$ cat config.mk
export PLATFORM = sky130hd
export DESIGN_NAME = regfile_access_ctrl_flat
export DESIGN_NICKNAME = d
export VERILOG_FILES = /design/src/rtl/regfile_pkg.sv /design/src/rtl/regfile_access_ctrl_if.sv /design/src/rtl/regfile_wb_buffer.sv /design/src/rtl/regfile_access_ctrl.sv /design/src/flat_wrapper.sv
export SDC_FILE = /design/constraint.sdc
export NUM_CORES = 1
export LEC_CHECK = 0
export CAP_MARGIN = 25
export CORE_ASPECT_RATIO = 1.2
export CORE_MARGIN = 3
export CORE_UTILIZATION = 45
export CTS_BUF_LIST = sky130_fd_sc_hd__clkbuf_4 sky130_fd_sc_hd__clkbuf_8
export CTS_CLUSTER_SIZE = 8
export DETAILED_ROUTE_END_ITERATION = 8
export PLACE_DENSITY_LB_ADDON = 0.2
export SETUP_SLACK_MARGIN = 0.3
export SLEW_MARGIN = 20
export SYNTH_ARGS = -nofsm -noshare
export SYNTH_HDL_FRONTEND = slang
export SYNTH_SLANG_ARGS = --single-unit
$ cat constraint.sdc
create_clock -name clk -period 2.7 [get_ports clk]
set_input_delay 0.27 -clock clk [delete_from_list [all_inputs] [get_ports clk]]
set_output_delay 0.27 -clock clk [all_outputs]
set_load 0.05 [all_outputs]
$ cat src/rtl/regfile_pkg.sv
// Shared defaults and grant encoding for the register-file access controller.
package regfile_pkg;

    localparam int unsigned DEFAULT_DATA_W = 16;
    localparam int unsigned DEFAULT_ADDR_W = 4;

    typedef logic [1:0] grant_t;

    localparam grant_t G_IDLE  = 2'd0;
    localparam grant_t G_READ  = 2'd1;
    localparam grant_t G_WRITE = 2'd2;

endpackage

$ cat src/rtl/regfile_access_ctrl_if.sv
// Handshake and register-file bus bundle between decode/execute, the controller and the file.
interface regfile_access_ctrl_if
    import regfile_pkg::*;
#(
    parameter int unsigned DATA_W = DEFAULT_DATA_W,
    parameter int unsigned ADDR_W = DEFAULT_ADDR_W
);
    logic              rd_req_valid;
    logic              rd_req_ready;
    logic [ADDR_W-1:0] rd_src1;
    logic [ADDR_W-1:0] rd_src2;
    logic              op_valid;
    logic              op_ready;
    logic [DATA_W-1:0] op_a;
    logic [DATA_W-1:0] op_b;
    logic              wb_valid;
    logic              wb_ready;
    logic [ADDR_W-1:0] wb_addr;
    logic [DATA_W-1:0] wb_data;
    logic [ADDR_W-1:0] rf_rwa1;
    logic [ADDR_W-1:0] rf_ra2;
    logic [DATA_W-1:0] rf_rd1;
    logic [DATA_W-1:0] rf_rd2;
    logic              rf_we;
    logic [DATA_W-1:0] rf_wd;

    // Controller side.
    modport slave (
        input  rd_req_valid, rd_src1, rd_src2, op_ready, wb_valid, wb_addr, wb_data,
               rf_rd1, rf_rd2,
        output rd_req_ready, op_valid, op_a, op_b, wb_ready, rf_rwa1, rf_ra2, rf_we, rf_wd
    );

    // Pipeline and register-file side.
    modport master (
        output rd_req_valid, rd_src1, rd_src2, op_ready, wb_valid, wb_addr, wb_data,
               rf_rd1, rf_rd2,
        input  rd_req_ready, op_valid, op_a, op_b, wb_ready, rf_rwa1, rf_ra2, rf_we, rf_wd
    );

endinterface

$ cat src/rtl/regfile_wb_buffer.sv
// Writeback FIFO (shift style, entry 0 is the head) with two youngest-match forward lookups.
module regfile_wb_buffer #(
    parameter int unsigned DATA_W = 16,
    parameter int unsigned ADDR_W = 4,
    parameter int unsigned DEPTH  = 2,
    localparam int unsigned CNT_W = $clog2(DEPTH + 1)
) (
    input  logic              clk,
    input  logic              rst,
    input  logic              push,
    input  logic [ADDR_W-1:0] push_addr,
    input  logic [DATA_W-1:0] push_data,
    input  logic              pop,
    output logic [CNT_W-1:0]  count,
    output logic [ADDR_W-1:0] head_addr,
    output logic [DATA_W-1:0] head_data,
    input  logic [ADDR_W-1:0] lk1_addr,
    output logic              lk1_hit,
    output logic [DATA_W-1:0] lk1_data,
    input  logic [ADDR_W-1:0] lk2_addr,
    output logic              lk2_hit,
    output logic [DATA_W-1:0] lk2_data
);
    logic [ADDR_W-1:0] addr_q [DEPTH];
    logic [ADDR_W-1:0] addr_d [DEPTH];
    logic [DATA_W-1:0] data_q [DEPTH];
    logic [DATA_W-1:0] data_d [DEPTH];
    logic [CNT_W-1:0]  count_q, count_d, wr_idx;

    always_comb begin
        addr_d  = addr_q;
        data_d  = data_q;
        count_d = count_q;
        wr_idx  = count_q;
        if (pop) begin
            for (int i = 0; i < int'(DEPTH) - 1; i++) begin
                addr_d[i] = addr_q[i+1];
                data_d[i] = data_q[i+1];
            end
            count_d = count_q - CNT_W'(1);
            wr_idx  = count_q - CNT_W'(1);
        end
        // Push lands behind whatever survives the pop, so order is preserved.
        if (push) begin
            for (int i = 0; i < int'(DEPTH); i++) begin
                if (CNT_W'(i) == wr_idx) begin
                    addr_d[i] = push_addr;
                    data_d[i] = push_data;
                end
            end
            count_d = count_d + CNT_W'(1);
        end
    end

    // Later (younger) matches override earlier ones.
    always_comb begin
        lk1_hit  = 1'b0;
        lk1_data = '0;
        lk2_hit  = 1'b0;
        lk2_data = '0;
        for (int i = 0; i < int'(DEPTH); i++) begin
            if (CNT_W'(i) < count_q) begin
                if (addr_q[i] == lk1_addr) begin
                    lk1_hit  = 1'b1;
                    lk1_data = data_q[i];
                end
                if (addr_q[i] == lk2_addr) begin
                    lk2_hit  = 1'b1;
                    lk2_data = data_q[i];
                end
            end
        end
    end

    always_ff @(posedge clk or negedge rst) begin
        if (!rst) begin
            count_q <= '0;
            for (int i = 0; i < int'(DEPTH); i++) begin
                addr_q[i] <= '0;
                data_q[i] <= '0;
            end
        end else begin
            count_q <= count_d;
            addr_q  <= addr_d;
            data_q  <= data_d;
        end
    end

    assign count     = count_q;
    assign head_addr = addr_q[0];
    assign head_data = data_q[0];

endmodule

$ cat src/rtl/regfile_access_ctrl.sv
// Arbitrates operand reads against buffered writebacks on the shared rwa1 file port.
module regfile_access_ctrl
    import regfile_pkg::*;
#(
    parameter int unsigned DATA_W     = DEFAULT_DATA_W,
    parameter int unsigned ADDR_W     = DEFAULT_ADDR_W,
    parameter int unsigned WB_DEPTH   = 2,
    parameter int unsigned STARVE_MAX = 2
) (
    input logic                 clk,
    input logic                 rst,
    regfile_access_ctrl_if.slave bus
);
    localparam int unsigned CNT_W    = $clog2(WB_DEPTH + 1);
    localparam int unsigned STARVE_W = $clog2(STARVE_MAX + 2);

    logic [CNT_W-1:0]    count;
    logic [ADDR_W-1:0]   head_addr;
    logic [DATA_W-1:0]   head_data;
    logic                hit1, hit2;
    logic [DATA_W-1:0]   fwd1, fwd2;
    logic                push, pop, has_wr, resp_free, read_wins, can_read;
    grant_t              grant;
    logic [STARVE_W-1:0] starve_q, starve_d;
    logic                op_valid_q, op_valid_d;
    logic [DATA_W-1:0]   op_a_q, op_a_d, op_b_q, op_b_d;
    logic [ADDR_W-1:0]   ra2_q, ra2_d;

    regfile_wb_buffer #(
        .DATA_W (DATA_W),
        .ADDR_W (ADDR_W),
        .DEPTH  (WB_DEPTH)
    ) u_wb_buffer (
        .clk       (clk),
        .rst       (rst),
        .push      (push),
        .push_addr (bus.wb_addr),
        .push_data (bus.wb_data),
        .pop       (pop),
        .count     (count),
        .head_addr (head_addr),
        .head_data (head_data),
        .lk1_addr  (bus.rd_src1),
        .lk1_hit   (hit1),
        .lk1_data  (fwd1),
        .lk2_addr  (bus.rd_src2),
        .lk2_hit   (hit2),
        .lk2_data  (fwd2)
    );

    // wb_ready comes from the registered count only, keeping wb_* off the rf_* paths.
    assign bus.wb_ready = count < CNT_W'(WB_DEPTH);
    assign push         = bus.wb_valid && bus.wb_ready;
    assign has_wr       = count != '0;
    assign resp_free    = !op_valid_q || bus.op_ready;
    assign read_wins    = starve_q == STARVE_W'(STARVE_MAX);
    assign can_read     = bus.rd_req_valid && resp_free;
    // Equals the READ grant whenever a request is present.
    assign bus.rd_req_ready = resp_free && (!has_wr || read_wins);
    assign pop          = grant == G_WRITE;

    always_comb begin
        grant = G_IDLE;
        if (has_wr && !(can_read && read_wins)) begin
            grant = G_WRITE;
        end else if (can_read) begin
            grant = G_READ;
        end
    end

    always_comb begin
        starve_d    = starve_q;
        op_valid_d  = op_valid_q && !bus.op_ready;
        op_a_d      = op_a_q;
        op_b_d      = op_b_q;
        ra2_d       = ra2_q;
        bus.rf_we   = 1'b0;
        bus.rf_rwa1 = '0;
        bus.rf_wd   = '0;
        case (grant)
            G_READ: begin
                bus.rf_rwa1 = bus.rd_src1;
                ra2_d       = bus.rd_src2;
                op_valid_d  = 1'b1;
                op_a_d      = hit1 ? fwd1 : bus.rf_rd1;
                op_b_d      = hit2 ? fwd2 : bus.rf_rd2;
                starve_d    = '0;
            end
            G_WRITE: begin
                bus.rf_we   = 1'b1;
                bus.rf_rwa1 = head_addr;
                bus.rf_wd   = head_data;
                if (can_read) starve_d = starve_q + STARVE_W'(1);
            end
            default: ;
        endcase
        bus.rf_ra2 = ra2_d;
    end

    always_ff @(posedge clk or negedge rst) begin
        if (!rst) begin
            starve_q   <= '0;
            op_valid_q <= 1'b0;
            op_a_q     <= '0;
            op_b_q     <= '0;
            ra2_q      <= '0;
        end else begin
            starve_q   <= starve_d;
            op_valid_q <= op_valid_d;
            op_a_q     <= op_a_d;
            op_b_q     <= op_b_d;
            ra2_q      <= ra2_d;
        end
    end

    assign bus.op_valid = op_valid_q;
    assign bus.op_a     = op_a_q;
    assign bus.op_b     = op_b_q;

endmodule

$ cat src/flat_wrapper.sv
// flat-port wrapper written by rule: the top's interface ports become plain ports
module regfile_access_ctrl_flat import regfile_pkg::*;
#(
    parameter int unsigned DATA_W     = DEFAULT_DATA_W,
    parameter int unsigned ADDR_W     = DEFAULT_ADDR_W,
    parameter int unsigned WB_DEPTH   = 2,
    parameter int unsigned STARVE_MAX = 2
)
  (clk, rst, bus_rd_req_valid, bus_rd_src1, bus_rd_src2, bus_op_ready, bus_wb_valid, bus_wb_addr, bus_wb_data, bus_rf_rd1, bus_rf_rd2, bus_rd_req_ready, bus_op_valid, bus_op_a, bus_op_b, bus_wb_ready, bus_rf_rwa1, bus_rf_ra2, bus_rf_we, bus_rf_wd);
  regfile_access_ctrl_if #(.DATA_W(DATA_W), .ADDR_W(ADDR_W)) bus_i ();
  input logic clk;
  input logic rst;
  input wire logic [$bits(bus_i.rd_req_valid)-1:0] bus_rd_req_valid;
  input wire logic [$bits(bus_i.rd_src1)-1:0] bus_rd_src1;
  input wire logic [$bits(bus_i.rd_src2)-1:0] bus_rd_src2;
  input wire logic [$bits(bus_i.op_ready)-1:0] bus_op_ready;
  input wire logic [$bits(bus_i.wb_valid)-1:0] bus_wb_valid;
  input wire logic [$bits(bus_i.wb_addr)-1:0] bus_wb_addr;
  input wire logic [$bits(bus_i.wb_data)-1:0] bus_wb_data;
  input wire logic [$bits(bus_i.rf_rd1)-1:0] bus_rf_rd1;
  input wire logic [$bits(bus_i.rf_rd2)-1:0] bus_rf_rd2;
  output wire logic [$bits(bus_i.rd_req_ready)-1:0] bus_rd_req_ready;
  output wire logic [$bits(bus_i.op_valid)-1:0] bus_op_valid;
  output wire logic [$bits(bus_i.op_a)-1:0] bus_op_a;
  output wire logic [$bits(bus_i.op_b)-1:0] bus_op_b;
  output wire logic [$bits(bus_i.wb_ready)-1:0] bus_wb_ready;
  output wire logic [$bits(bus_i.rf_rwa1)-1:0] bus_rf_rwa1;
  output wire logic [$bits(bus_i.rf_ra2)-1:0] bus_rf_ra2;
  output wire logic [$bits(bus_i.rf_we)-1:0] bus_rf_we;
  output wire logic [$bits(bus_i.rf_wd)-1:0] bus_rf_wd;
  assign bus_i.rd_req_valid = bus_rd_req_valid;
  assign bus_i.rd_src1 = bus_rd_src1;
  assign bus_i.rd_src2 = bus_rd_src2;
  assign bus_i.op_ready = bus_op_ready;
  assign bus_i.wb_valid = bus_wb_valid;
  assign bus_i.wb_addr = bus_wb_addr;
  assign bus_i.wb_data = bus_wb_data;
  assign bus_i.rf_rd1 = bus_rf_rd1;
  assign bus_i.rf_rd2 = bus_rf_rd2;
  assign bus_rd_req_ready = bus_i.rd_req_ready;
  assign bus_op_valid = bus_i.op_valid;
  assign bus_op_a = bus_i.op_a;
  assign bus_op_b = bus_i.op_b;
  assign bus_wb_ready = bus_i.wb_ready;
  assign bus_rf_rwa1 = bus_i.rf_rwa1;
  assign bus_rf_ra2 = bus_i.rf_ra2;
  assign bus_rf_we = bus_i.rf_we;
  assign bus_rf_wd = bus_i.rf_wd;
  regfile_access_ctrl #(.DATA_W(DATA_W), .ADDR_W(ADDR_W), .WB_DEPTH(WB_DEPTH), .STARVE_MAX(STARVE_MAX)) u_core (.clk(clk), .rst(rst), .bus(bus_i));
endmodule
* After elaboration in Yosys (flattened, before gate mapping)
Index checks and enable logic that the tools add are counted.
Widths: inputs -> output; s select.
** Cells by class
- Eq/ne operators :: 9
- Reductions and logical operators :: 17
- Multiplexer cells :: 37
- Magnitude comparators :: 3
- Add/sub/neg operators :: 3
** Operator list (number)
- $mux 16 :: 14
- $mux 32 :: 1
- $eq 4x4->1 :: 4
- $mux 4 :: 4
- $mux 1 :: 11
- $mux 2 :: 4
- $mux 8 :: 1
- $pmux 4 s2 :: 1
- $logic_and 1x1->1 :: 6
- $add 2x1->2 const B :: 2
- $eq 2x2->1 const B :: 2
- $logic_not 1->1 :: 4
- $lt 1x2->1 const A :: 2
- $pmux 2 s2 :: 1
- $reduce_and 2->1 :: 2
- $reduce_bool 2->1 :: 2
- $eq 1x2->1 const A :: 1
- $eq 2x1->1 const B :: 1
- $logic_not 2->1 :: 1
- $logic_or 1x1->1 :: 2
- $lt 2x2->1 const B :: 1
- $ne 2x2->1 const B :: 1
- $sub 2x1->2 const B :: 1
** Storage, ports and cells
- Input port bits :: 65
- Register bits :: 81
- Logic and storage cells :: 79
- Output and inout bits :: 60

* Depth between registers and ports, before layout
Gate-level depths: netlist (run 1).
- Depth after elaboration :: 12
- Mapped depth :: 13
- Gate-level depth less buffers :: 10

* Modules after synthesis
From an unflattened synthesis (run 1), not the netlist that was laid out.
** Second synthesis, totals
- Cells, all modules :: 440
- Area, all modules :: 4966.0 µm²
** By module, submodules not included
- regfile_wb_buffer :: times used 1, area each 2904.0 µm², cells each 284, sequential area each 1051.0 µm²
- regfile_access_ctrl :: times used 1, area each 2062.0 µm², cells each 156, sequential area each 975.9 µm²

* Worst setup path after synthesis (run 1)
OpenSTA, ideal clock, no wires.
- Path kind :: register to register
- Start point :: register u_core.u_wb_buffer.count_q[1] (netlist: u_core.u_wb_buffer.count[1])
- End point :: register u_core.u_wb_buffer.addr_q[0] in the netlist's numbering
- Slack :: -0.649 ns
- Data required time :: 2.575 ns
- Period minus slack after synthesis :: 3.349 ns
- Buffers on the path :: 3
- Library setup time :: 0.125 ns
- Stages on the path, launching flop included :: 12
- Arrival time :: 3.225 ns
- Cells stage by stage :: dfrtp_1 > inv_1 > ha_1 > o211a_1 > clkbuf_8 > nor2_1 > clkbuf_1 > o21ai_0 > ha_1 > nand2_1 > clkbuf_1 > mux2_2
** On the way
- Elaborated cells between the ends (all ways) :: 10
- Those cells by class :: 1 x add/sub; 1 x order compare; 2 x eq/ne; 2 x mux; 4 x reduce/logical
** RTL lines
- start: declaration :: line regfile_wb_buffer.sv:28 : logic [CNT_W-1:0] count_q, count_d, wr_idx;
- start signal: assignment :: line regfile_wb_buffer.sv:83 : count_q <= count_d;
- $lt 2x2->1 :: line regfile_access_ctrl.sv:52 : assign bus.wb_ready = count < CNT_W'(WB_DEPTH);
- net bus_wb_ready :: line flat_wrapper.sv:26 : output wire logic [$bits(bus_i.wb_ready)-1:0] bus_wb_ready;
- $logic_and 1x1->1 :: line regfile_access_ctrl.sv:53 : assign push = bus.wb_valid && bus.wb_ready;
- $reduce_and 2->1 (no source line)
- end signal: assignment :: line regfile_wb_buffer.sv:84 : addr_q <= addr_d;
- end: declaration :: line regfile_wb_buffer.sv:24 : logic [ADDR_W-1:0] addr_q [DEPTH];
The timed path passes the listed nets, and every way through them passes these cells.
A chain may end at the register's enable or synchronous reset.

* Final worst setup path (run 1)
- Start point :: register u_core.u_wb_buffer.count_q[1] (netlist: u_core.u_wb_buffer.count[1])
- End point :: register u_core.u_wb_buffer.data_q[2] in the netlist's numbering
** On the way
- Longest elaborated chain between the ends :: 7
- Elaborated cells between the ends (all ways) :: 10
- Those cells by class :: 1 x add/sub; 1 x order compare; 2 x eq/ne; 2 x mux; 4 x reduce/logical
** Ends and longest elaborated chain
- $reduce_bool 2->1 :: line regfile_access_ctrl.sv:54 : assign has_wr = count != '0;
- $logic_and 1x1->1 :: line regfile_access_ctrl.sv:64 : if (has_wr && !(can_read && read_wins)) begin
- $mux 2 :: line regfile_access_ctrl.sv:64
- $eq 2x2->1 :: line regfile_access_ctrl.sv:60 : assign pop = grant == G_WRITE;
- $mux 2 :: line regfile_wb_buffer.sv:35 : if (pop) begin
- $eq 1x2->1 :: line regfile_wb_buffer.sv:46 : if (CNT_W'(i) == wr_idx) begin
- $reduce_and 2->1 (no source line) (*)
- end signal: assignment :: line regfile_wb_buffer.sv:85 : data_q <= data_d;
- end: declaration :: line regfile_wb_buffer.sv:26 : logic [DATA_W-1:0] data_q [DEPTH];
Every way passes the cells marked *; elsewhere a longest branch is shown, timed or not.

==> key figures, run 1 <==
Drt
  • DRC: 0
  • Via count: 3776
  • DR pass1 iterations: 4
  • Antenna Nets Post-Route: 0
  • Via density: 5.47
  • Final WL: 12900 µm
  • DRT iter0 DRCs: 193
  • Post-DR wirelength/cell: 18.7 µm

Logic synthesis
  • Seq cells post-synth: 81
  • Ys async rst share: 100%
  • Post-synth top area share: 46.6%
  • Syn Std Cell Area: 4350 µm²
  • Post-synthesis sequential area ratio: 46.6%
  • Top post-synthesis cells by area: dfrtp_1, mux2i_1, nand2_1
  • Synth warn: 0
  • Post-synthesis average cell area: 10.2 µm²
  • Top_reg_cell synth: dfrtp_1
  • Synth cell types: 40
  • Post-synth EDFFs: 0
  • Post-Synthesis Cells: 428
  • Syn nets: 498
  • Leading area contributor after synthesis: dfrtp_1

Place
  • Setup WS pre-CTS: 146 ps
  • Port buffer count: 124
  • DP HPWL: 8580 µm
  • RD Place Congestion: 0.826

Cells and area
  • Layout area overhead: 52.9%
  • Share of cells above drive strength 1: 25.3%
  • Most common cell after layout, fill and taps aside: clkdlybuf4s50_1
  • Nets: 636
  • # diodes: 0
  • Commonest cells after routing, fill and taps aside: clkdlybuf4s50_1, dfrtp_1, nand2_1

Min path
  • Worst hold path class: flop to flop
  • Hold Path Stages: 2

Worst setup path
  • Arr. time, crit path: 2570 ps
  • CP Max Fanout: 10
  • Required arrival time at the worst endpoint: 2930 ps
  • Cell mode on critical path: ha_4
  • R2R Setup Slk: 360 ps
  • Crit-path cells: clkinvlp_4 > ha_4 > o211a_2 > nor2_4 > buf_4 > xnor2_4 > inv_2 > ha_4 > nand2_2 > buf_12 > mux2_4
  • Crit-path slowest cell: dfrtp_2
  • CP startpoint kind: flop
  • Largest stage delay, worst path: 390 ps
  • R2R cell count: 11
  • CP endpoint kind: flop
  • Worst setup path class: flop to flop

Clock network
  • H-tree Lvls: 3
  • Clock latency on the worst-skew pair: 350 ps
  • Clock Pin Slew Worst Setup and Hold Paths: 80 ps
  • Clk sinks: 81
  • Clock root cell: clkbuf_8
  • Max clock buf depth: 2
  • Number of CTS-inserted buffers: 9
  • TritonCTS clock tree: done

Power
  • Tot Pwr: 10.1 mW
  • Maximum vdd ir drop: 0.735 mV
  • Leakage Power: 2.99 nW
  • PD cells: 1510 nW/µm²

Floorplanning
  • Die height: 114 µm
  • Core area: 9220 µm²
  • # IOs: 125
  • Effective utilization at floorplan: 47.1%
  • Die area: 10900 µm²
  • DIE WIDTH: 95.7 µm
  • # rows: 38

STA
  • Hold_ws: 491 ps
  • RSZ-0062 raised after global routing: yes
  • Slew Limit Fails: 0
  • Worst-Margin Slew: 721 ps
  • Fin crit period: 2340 ps
  • Worst clock skew: 12.3 ps
  • Final Hold Vio Count: 0
  • Fin Setup TNS: 0 ps
  • Setup violations, final: 0
  • Final worst slack: 360 ps
  • Max transition margin: 51.9%
  • Fin crit share: 86.7%
  • Highest clock rate: 427 MHz

GRT
  • First-pass GRT wire length: 20300 µm
  • Grt ovf: 0
  • Number of global-route vias before repair: 3953
  • Largest net degree at the start of global routing: 56
  • GRT Resource Usage Total: 24.2%
  • Initial antenna violation count: 0

Flow run
  • Max-cap viol count: 0

Run status
  • Status: finished clean
[worst paths after layout]
check                                                 startpoint                                        to
setup reg to reg           u_core.u_wb_buffer.count[1]$_DFF_PN0_  u_core.u_wb_buffer.data_q[2]$_DFFE_PN0P_
setup / recovery           u_core.u_wb_buffer.count[1]$_DFF_PN0_  u_core.u_wb_buffer.data_q[2]$_DFFE_PN0P_
min in group asynchronous                                    rst                 u_core.ra2_q[3]$_DFF_PN0_
max in group asynchronous                                    rst  u_core.u_wb_buffer.data_q[2]$_DFFE_PN0P_
hold / removal                    u_core.starve_q[1]$_DFFE_PN0P_            u_core.starve_q[1]$_DFFE_PN0P_
hold reg to reg                   u_core.starve_q[1]$_DFFE_PN0P_            u_core.starve_q[1]$_DFFE_PN0P_
[cell usage after synthesis (all sizes together) (2+ instances only)]
master	count
ha	5
o22ai	2
nand2	66
a221oi	16
clkbuf	17
mux2	20
inv	24
nor2b	2
nand2b	5
o31a	14
dfrtp	81
buf	8
o211ai	2
mux2i	52
nand3	3
and2	17
o21ai	41
nor3	2
xor2	4
nor4	3
xnor2	11
nor2	20
[critical path, delay by kind of cell, from the launching register on]
family	cells	cell delay [ps]
mux	1	310
compound gates	1	270
simple gates	2	250
flops	1	390
xor+xnor	1	140
fa+ha+maj	2	330
buf+inv	4	540
[where the power goes]
| group | internal, mW | total (mW) | switching [mW] | leakage (nW) |
|---|---|---|---|---|
| Combinational | 3.07 | 6.71 | 3.64 | 1.91 |
| Sequential | 1.83 | 2.37 | 0.536 | 0.973 |
| Clock | 0.527 | 0.975 | 0.448 | 0.106 |
| Total | 5.43 | 10.1 | 4.62 | 2.99 |
[layer usage]
metal	track usage, %	share of wire (%)	up-vias
met1	31.4	41	1884
met5	0	0	-
met3	6.40	6.8	13
met4	5.69	1.5	0
li1	-	-	1759
met2	40.2	50	120
[cells by family (layout without fill, tap and decap cells)]
kind of cell | after synthesis | count (layout) | share of synthesized area (%)
compound gates | 84 | 84 | 14.2
xor+xnor | 15 | 15 | 3.02
fa+ha+maj | 5 | 5 | 1.44
buf+inv | 50 | 192 | 5.18
flops | 81 | 81 | 46.6
mux | 72 | 72 | 17.2
simple gates | 121 | 121 | 12.4
[repair_timing]
item,CTS,global route
endpoints found under the setup margin,71,54
cloned,3,0
hold buffers,1,0
setup buffers,8,2
pin swaps,2,1
gates resized for setup,11,18
hold endpoints to repair,18,0
[registers in the layout, summed over array words and instances, names as in the netlist]
register	count
u_core.u_wb_buffer.data_q	16
u_core.u_wb_buffer.addr_q	4
u_core.u_wb_buffer.head_data	16
u_core.starve_q	2
u_core.bus.op_b	16
u_core.bus.op_a	16
u_core.u_wb_buffer.count	2
u_core.bus.op_valid	1
u_core.ra2_q	4
u_core.u_wb_buffer.head_addr	4
[stage by stage]
step	area [µm²]	instances	util, %
3_5_place_dp	6200	661	67.2
4_1_cts	6590	688	71.4
6_report	6650	690	72.1
5_1_grt	6650	690	72.1
2_1_floorplan	4650	428	-
3_3_place_gp	6200	661	67.2
[layout make-up]
type                    count  area (µm²)
repair buffers            153        1850
fillers                   653        2580
inverters                  24        93.8
multi-input cells         297        2310
well taps                 120         150
clock inverters             5        81.3
clock buffers              10         131
flip-flops and latches     81        2030
No activity file was read; power rests on OpenSTA's default activity.
==> run 2: changes to the inputs <==
==> constraint.sdc (replaced) <==
create_clock -name clk -period 2.4 [get_ports clk]
set_input_delay 0.24 -clock clk [delete_from_list [all_inputs] [get_ports clk]]
set_output_delay 0.24 -clock clk [all_outputs]
set_load 0.05 [all_outputs]
==> run 2 against run 1 <==
First-iteration DRC count up 36%. Wire length up 25%. Combinational power rose by 37%. Highest routed layer unchanged. Critical endpoint is now u_core.u_wb_buffer.head_data[11]$_DFF_PN0_.
==> key figures, run 2 (same netlist as run 1, synthesis figures left out) <==
Cells and area
  • Post-Layout Inst Area: 7640 µm² (+15%)
  • Nets: 685 (+7.7%)
  • Register area: 2030 µm² (about the same)
  • Layout area overhead: 75.7%
  • Share of cells above drive strength 1: 39.6% (+14 points)
  • Multi-input logic area: 2660 µm² (+15%)
  • Most common cell after layout, fill and taps aside: clkdlybuf4s50_1
  • # diodes: 0 (unchanged)
  • Commonest cells after routing, fill and taps aside: clkdlybuf4s50_1, dfrtp_1, buf_4
  • Fill cell count: 488 (-25%)

Power
  • Logic pwr share: 69.9% (+3.1 points)
  • P_int: 7.19 mW (+32%)
  • Sw power: 5.92 mW (+28%)
  • PD cells: 1720 nW/µm² (+14%)
  • Sw Ratio: 45.2% (-0.82 points)
  • Leakage Power: 3.52 nW (+17%)
  • Reg power frac: 21.0% (-2.5 points)
  • Maximum vdd ir drop: 1.20 mV (+64%)
  • Clock group share of total power: 9.1% (-0.6 points)

Clock network
  • H-tree Lvls: 3 (unchanged)
  • TritonCTS clock tree: done
  • Clock Pin Slew Worst Setup and Hold Paths: 90 ps (about the same)
  • Max clock buf depth: 2 (unchanged)
  • Clock latency on the worst-skew pair: 350 ps (about the same)
  • Clock root cell: clkbuf_8
  • Number of CTS-inserted buffers: 9 (unchanged)
  • Clk sinks: 81 (unchanged)

Drt
  • Via count: 4274 (+13%)
  • Max Used Layer: met4
  • DR pass1 iterations: 7 (+3)
  • Wire length on met2: 8270 µm (+28%)
  • Post-DR wirelength/cell: 21.8 µm (+17%)
  • DRT met1 WL: 6150 µm (+15%)
  • DRT iter0 DRCs: 263 (+36%)
  • WL met3: 1190 µm (+35%)
  • Antenna Nets Post-Route: 0 (unchanged)
  • DRC: 0 (unchanged)
  • Via density: 5.78 (+5.7%)
  • Final WL: 16100 µm (+25%)

Floorplanning
  • Die height: 114 µm (unchanged)
  • Die area: 10900 µm² (unchanged)
  • Effective utilization at floorplan: 47.1% (unchanged)
  • # rows: 38 (unchanged)
  • DIE WIDTH: 95.7 µm (unchanged)
  • Core area: 9220 µm² (unchanged)
  • # IOs: 125 (unchanged)

STA
  • Worst clock skew: 14.1 ps (+1.80 ps)
  • Fin crit share: 96.2% (+9.6 points)
  • Final worst slack: 90.9 ps (-269 ps)
  • Highest clock rate: 433 MHz (+1.3%)
  • Final Hold Vio Count: 0 (unchanged)
  • RSZ-0062 raised after global routing: yes
  • Hold_ws: 453 ps (-37.9 ps)
  • Worst-Margin Slew: 682 ps (-39.2 ps)
  • Setup violations, final: 0 (unchanged)
  • Max transition margin: 54.6% (+2.6 points)
  • Fin Setup TNS: 0 ps (unchanged)
  • Fin crit period: 2310 ps (-30.7 ps)
  • Slew Limit Fails: 0 (unchanged)

GRT
  • Grt ovf: 0 (unchanged)
  • Largest net degree at the start of global routing: 50 (-11%)
  • First-pass GRT wire length: 21500 µm (+6.1%)
  • Number of global-route vias before repair: 4058 (+2.7%)
  • GRT Resource Usage Total: 26.0% (+1.8 points)
  • Initial antenna violation count: 0 (unchanged)

Worst setup path
  • CP endpoint kind: flop
  • R2R Setup Slk: 90 ps (-270 ps)
  • CP Max Fanout: 8 (-2)
  • Arr. time, crit path: 2570 ps (about the same)
  • Required arrival time at the worst endpoint: 2660 ps (-270 ps)
  • Reg-to-reg critical path startpoint: u_core.u_wb_buffer.count[1]$_DFF_PN0_
  • CP startpoint kind: flop
  • R2R cell count: 11 (unchanged)
  • Worst setup path class: flop to flop
  • Critical path origin: u_core.u_wb_buffer.count[1]$_DFF_PN0_
  • Reg-to-reg endpoint: u_core.u_wb_buffer.head_data[11]$_DFF_PN0_

Run status
  • Status: finished clean

Flow run
  • Max-cap viol count: 0 (unchanged)

Place
  • Port buffer count: 124 (unchanged)
  • Placed cell area: 6390 µm² (+3.1%)
  • DP HPWL: 8830 µm (+2.9%)
  • Setup WS pre-CTS: 58.3 ps (-88.0 ps)
  • RD Place Congestion: 0.843 (+2.0%)

Min path
  • Worst hold path class: input port to asynchronous set/reset pin
-- run 2: worst max path at each step --
| stage | endpoint | slack (ps) | cells after the start |
|---|---|---|---|
| after floorplan | u_core.u_wb_buffer.addr_q[0]$_DFFE_PN0P_ | -260 | 12 |
| after global placement | u_core.u_wb_buffer.data_q[14]$_DFFE_PN0P_ | 100 | 10 |
| after detailed placement | u_core.u_wb_buffer.data_q[13]$_DFFE_PN0P_ | 60 | 10 |
| after CTS | bus_rf_wd[2] | 170 | 8 |
| after global routing | u_core.u_wb_buffer.head_data[11]$_DFF_PN0_ | 20 | 11 |
| final | u_core.u_wb_buffer.head_data[11]$_DFF_PN0_ | 90 | 11 |
-- run 2: power by group through the flow --
stage | logic [mW] | clock network [mW] | registers, mW
global route | 9.59 | 1.24 | 2.83
global placement | 7.32 | 0 | 2.66
CTS | 8.20 | 1.19 | 2.66
floorplan | 4.11 | 0 | 3.45
finish | 9.16 | 1.19 | 2.76
detailed placement | 7.47 | 0 | 2.68
-- run 2: final cells by class --
class / instances / share of cell area, %
Sequential cell: 81 / 26.6
Clock buffer: 9 / 1.62
Tap cell: 120 / 1.97
Clock inverter: 6 / 1.41
Multi-Input combinational cell: 298 / 34.9
Inverter: 24 / 1.23
Timing Repair Buffer: 201 / 32.3
-- run 2: routing by layer --
layer / global-route usage, % / up-vias
met5: 0 / -
met4: 6.45 / 0
met3: 4.02 / 48
met2: 44.0 / 233
met1: 34.7 / 2125
li1: - / 1868
-- run 2: stage by stage --
step	utilization [%]	cells	power [mW]
floorplan	-	428	7.56
global placement	69.3	669	9.97
detailed placement	69.3	669	10.2
CTS	76.3	709	12.0
global route	82.8	739	13.7
finish	82.8	739	13.1
-- run 2: timing repair --
item | in CTS | in global routing
buffers inserted | 19 | 21
pin swaps | 5 | 36
gates resized for setup | 21 | 95
setup endpoints to repair | 82 | 92
cloned | 5 | 9
hold buffers | 1 | 0
endpoints found under the hold margin | 47 | 0
-- run 2: critical path, stage by stage (launching register included) --
cell,delay (ps)
dfrtp_2,390
clkinvlp_4,110
ha_4,170
o211a_4,240
nor2_4,160
nand2_1,130
o21ai_2,120
ha_2,230
and2_4,280
clkbuf_16,210
nand2_4,50
o21ai_1,110
==> run 3: changes to the inputs <==
--- a/config.mk
+++ b/config.mk
@@ -8,7 +8,7 @@
 export CAP_MARGIN = 25
 export CORE_ASPECT_RATIO = 1.2
 export CORE_MARGIN = 3
-export CORE_UTILIZATION = 45
+export CORE_UTILIZATION = 30
 export CTS_BUF_LIST = sky130_fd_sc_hd__clkbuf_4 sky130_fd_sc_hd__clkbuf_8
 export CTS_CLUSTER_SIZE = 8
 export DETAILED_ROUTE_END_ITERATION = 8
==> constraint.sdc (replaced) <==
create_clock -name clk -period 2.4 [get_ports clk]
set_input_delay 0.36 -clock clk [delete_from_list [all_inputs] [get_ports clk]]
set_output_delay 0.36 -clock clk [all_outputs]
set_load 0.05 [all_outputs]
==> run 3 against run 2 <==
Design area shrank 2.0%. Non-clock buffer count decreased by 10. Critical path depth up 1. Via count fell by 8.3%. Utilization is 29 points lower. Critical path type unchanged.
==> key figures, run 3 (same netlist as run 1, synthesis figures left out) <==
Run status
  • Status: finished clean

Drt
  • DR pass1 iterations: 4 (-3)
  • Via density: 5.02 (-13%)
  • Antenna Nets Post-Route: 0 (unchanged)
  • Final WL: 15300 µm (-5.2%)
  • DRC: 0 (unchanged)
  • DRT iter0 DRCs: 193 (-27%)
  • Post-DR wirelength/cell: 19.6 µm (-10%)
  • Via count: 3920 (-8.3%)

Floorplanning
  • DIE WIDTH: 116 µm (+21%)
  • Core area: 14000 µm² (+52%)
  • Die height: 138 µm (+21%)
  • # IOs: 125 (unchanged)
  • # rows: 47 (+24%)
  • Die area: 16000 µm² (+47%)
  • Effective utilization at floorplan: 31.1% (-16 points)

Clock network
  • Clk sinks: 81 (unchanged)
  • H-tree Lvls: 3 (unchanged)
  • Clock latency on the worst-skew pair: 360 ps (about the same)
  • Max clock buf depth: 2 (unchanged)
  • TritonCTS clock tree: done
  • Number of CTS-inserted buffers: 9 (unchanged)
  • Clock root cell: clkbuf_8
  • Clock Pin Slew Worst Setup and Hold Paths: 90 ps (about the same)

Worst setup path
  • CP endpoint kind: flop
  • CP startpoint kind: flop
  • Worst setup path class: flop to flop
  • Arr. time, crit path: 2620 ps (+50 ps)
  • CP Max Fanout: 6 (-2)
  • Required arrival time at the worst endpoint: 2650 ps (about the same)

Power
  • Logic pwr share: 70.0% (about the same)
  • Reg power frac: 20.8% (-0.2 points)
  • Sw power: 5.76 mW (-2.7%)
  • Maximum vdd ir drop: 1.08 mV (-10%)
  • Sw Ratio: 44.8% (-0.43 points)
  • Clock group share of total power: 9.2% (about the same)
  • PD cells: 1720 nW/µm² (+0.25%)
  • Tot Pwr: 12.9 mW (-1.8%)
  • P_int: 7.11 mW (-1.0%)
  • Leakage Power: 3.38 nW (-3.8%)

GRT
  • First-pass GRT wire length: 21700 µm (+0.84%)
  • GRT Resource Usage Total: 17.8% (-8.2 points)
  • Grt ovf: 0 (unchanged)
  • Initial antenna violation count: 0 (unchanged)
  • Number of global-route vias before repair: 4070 (+0.30%)
  • Largest net degree at the start of global routing: 48 (-4.0%)

Cells and area
  • Share of cells above drive strength 1: 36.9% (-2.7 points)
  • Core Util, Final: 53.5% (-29 points)
  • # diodes: 0 (unchanged)
  • Layout area overhead: 72.1%
  • Post-Layout Cell Count: 781 (+5.7%)
  • Commonest cells after routing, fill and taps aside: clkdlybuf4s50_1, dfrtp_1, mux2i_1
  • Nets: 675 (-1.5%)
  • Most common cell after layout, fill and taps aside: clkdlybuf4s50_1

STA
  • Worst clock skew: 11.5 ps (-2.59 ps)
  • Worst-Margin Slew: 645 ps (-36.6 ps)
  • Fin crit share: 98.7% (+2.5 points)
  • Setup violations, final: 0 (unchanged)
  • Fin crit period: 2370 ps (+60.3 ps)
  • Highest clock rate: 422 MHz (-2.5%)
  • Slew Limit Fails: 0 (unchanged)
  • Max transition margin: 57.0% (+2.4 points)
  • RSZ-0062 raised after global routing: yes
  • Final Hold Vio Count: 0 (unchanged)

Place
  • RD Place Congestion: 0.782 (-7.2%)
  • Port buffer count: 124 (unchanged)
  • DP HPWL: 9460 µm (+7.1%)
  • Placed cells: 727 (+8.7%)

Min path
  • Worst hold path class: input port to asynchronous set/reset pin

Flow run
  • Max-cap viol count: 0 (unchanged)
## run 3: cell count changes in the layout (fill, tap and decap cells not counted), sizes merged
cell / previous run / this run
buf: 95 / 86
clkbuf: 14 / 17
bufbuf: 3 / 2
bufinv: 3 / 2
clkdlybuf4s50: 97 / 96
clkinv: 2 / 1
dlygate4sd2: 0 / 1
dlygate4sd3: 1 / 0
inv: 23 / 24
## run 3: layout make-up
type | instances | area (µm²)
fill | 1184 | 6510
multi-input combinational | 298 | 2590
timing repair buffer | 191 | 2320
sequential | 81 | 2030
tap | 171 | 214
clock buffer | 11 | 151
inverter | 24 | 93.8
clock inverter | 5 | 85.1
## run 3: path summary, 6_finish.rpt
kind | startpoint | end | slack (ps) | cells past startpoint
max | u_core.u_wb_buffer.count[1]$_DFF_PN0_ | u_core.u_wb_buffer.data_q[6]$_DFFE_PN0P_ | 30 | 12
min | rst | u_core.starve_q[0]$_DFFE_PN0P_ | 20 | 1
max reg2reg | u_core.u_wb_buffer.count[1]$_DFF_PN0_ | u_core.u_wb_buffer.data_q[6]$_DFFE_PN0P_ | 30 | 12
min reg2reg | u_core.starve_q[1]$_DFFE_PN0P_ | u_core.starve_q[1]$_DFFE_PN0P_ | 500 | 2
max in group asynchronous | rst | u_core.u_wb_buffer.head_data[14]$_DFF_PN0_ | 1710 | 2
min in group clk | u_core.starve_q[1]$_DFFE_PN0P_ | u_core.starve_q[1]$_DFFE_PN0P_ | 500 | 2
## run 3: repair_timing
item,CTS,global route
setup buffers,20,6
cloned,3,9
hold buffers,0,0
resized for setup,18,73
setup endpoints to repair,99,94
pin swaps,3,24
## run 3: routing by layer
layer  vias up  track usage (%)  routed length [µm]
met2       106             30.5                7780
met5         -                0                   0
met1      1958             22.5                6560
met4         0             5.09                 185
li1       1842                -                   -
met3        14             4.02                 751
## run 3: power by group through the flow
stage               Sequential, mW  Clock, mW  Combinational [mW]
finish                        2.68       1.18                9.02
global route                  2.78       1.26                9.48
CTS                           2.67       1.21                8.22
detailed placement            2.69          0                7.59
global placement              2.68          0                7.48
floorplan                     3.46          0                4.14
## run 3: critical path: stages (launching register included)
cell        delay [ps]
dfrtp_2            400
clkinvlp_4         110
ha_4               180
o211a_4            260
nor2_4             120
buf_12             140
buf_8              120
nand2_2             80
o21ai_4            100
ha_4               190
nand2_8             70
clkbuf_16          200
mux2_4             290
## run 3: per-stage QoR
stage | setup TNS, ps | hold WS (ps) | instance area [µm²] | setup slack, ps
CTS | 0 | 47.8 | 7060 | 66.7
finish | 0 | 19.1 | 7480 | 30.5
global route | -710 | 64.6 | 7480 | -43.1
detailed placement | -1980 | 439 | 6500 | -93.5
floorplan | -9200 | 64.4 | 4790 | -265
global placement | -503 | 420 | 6500 | -29.1
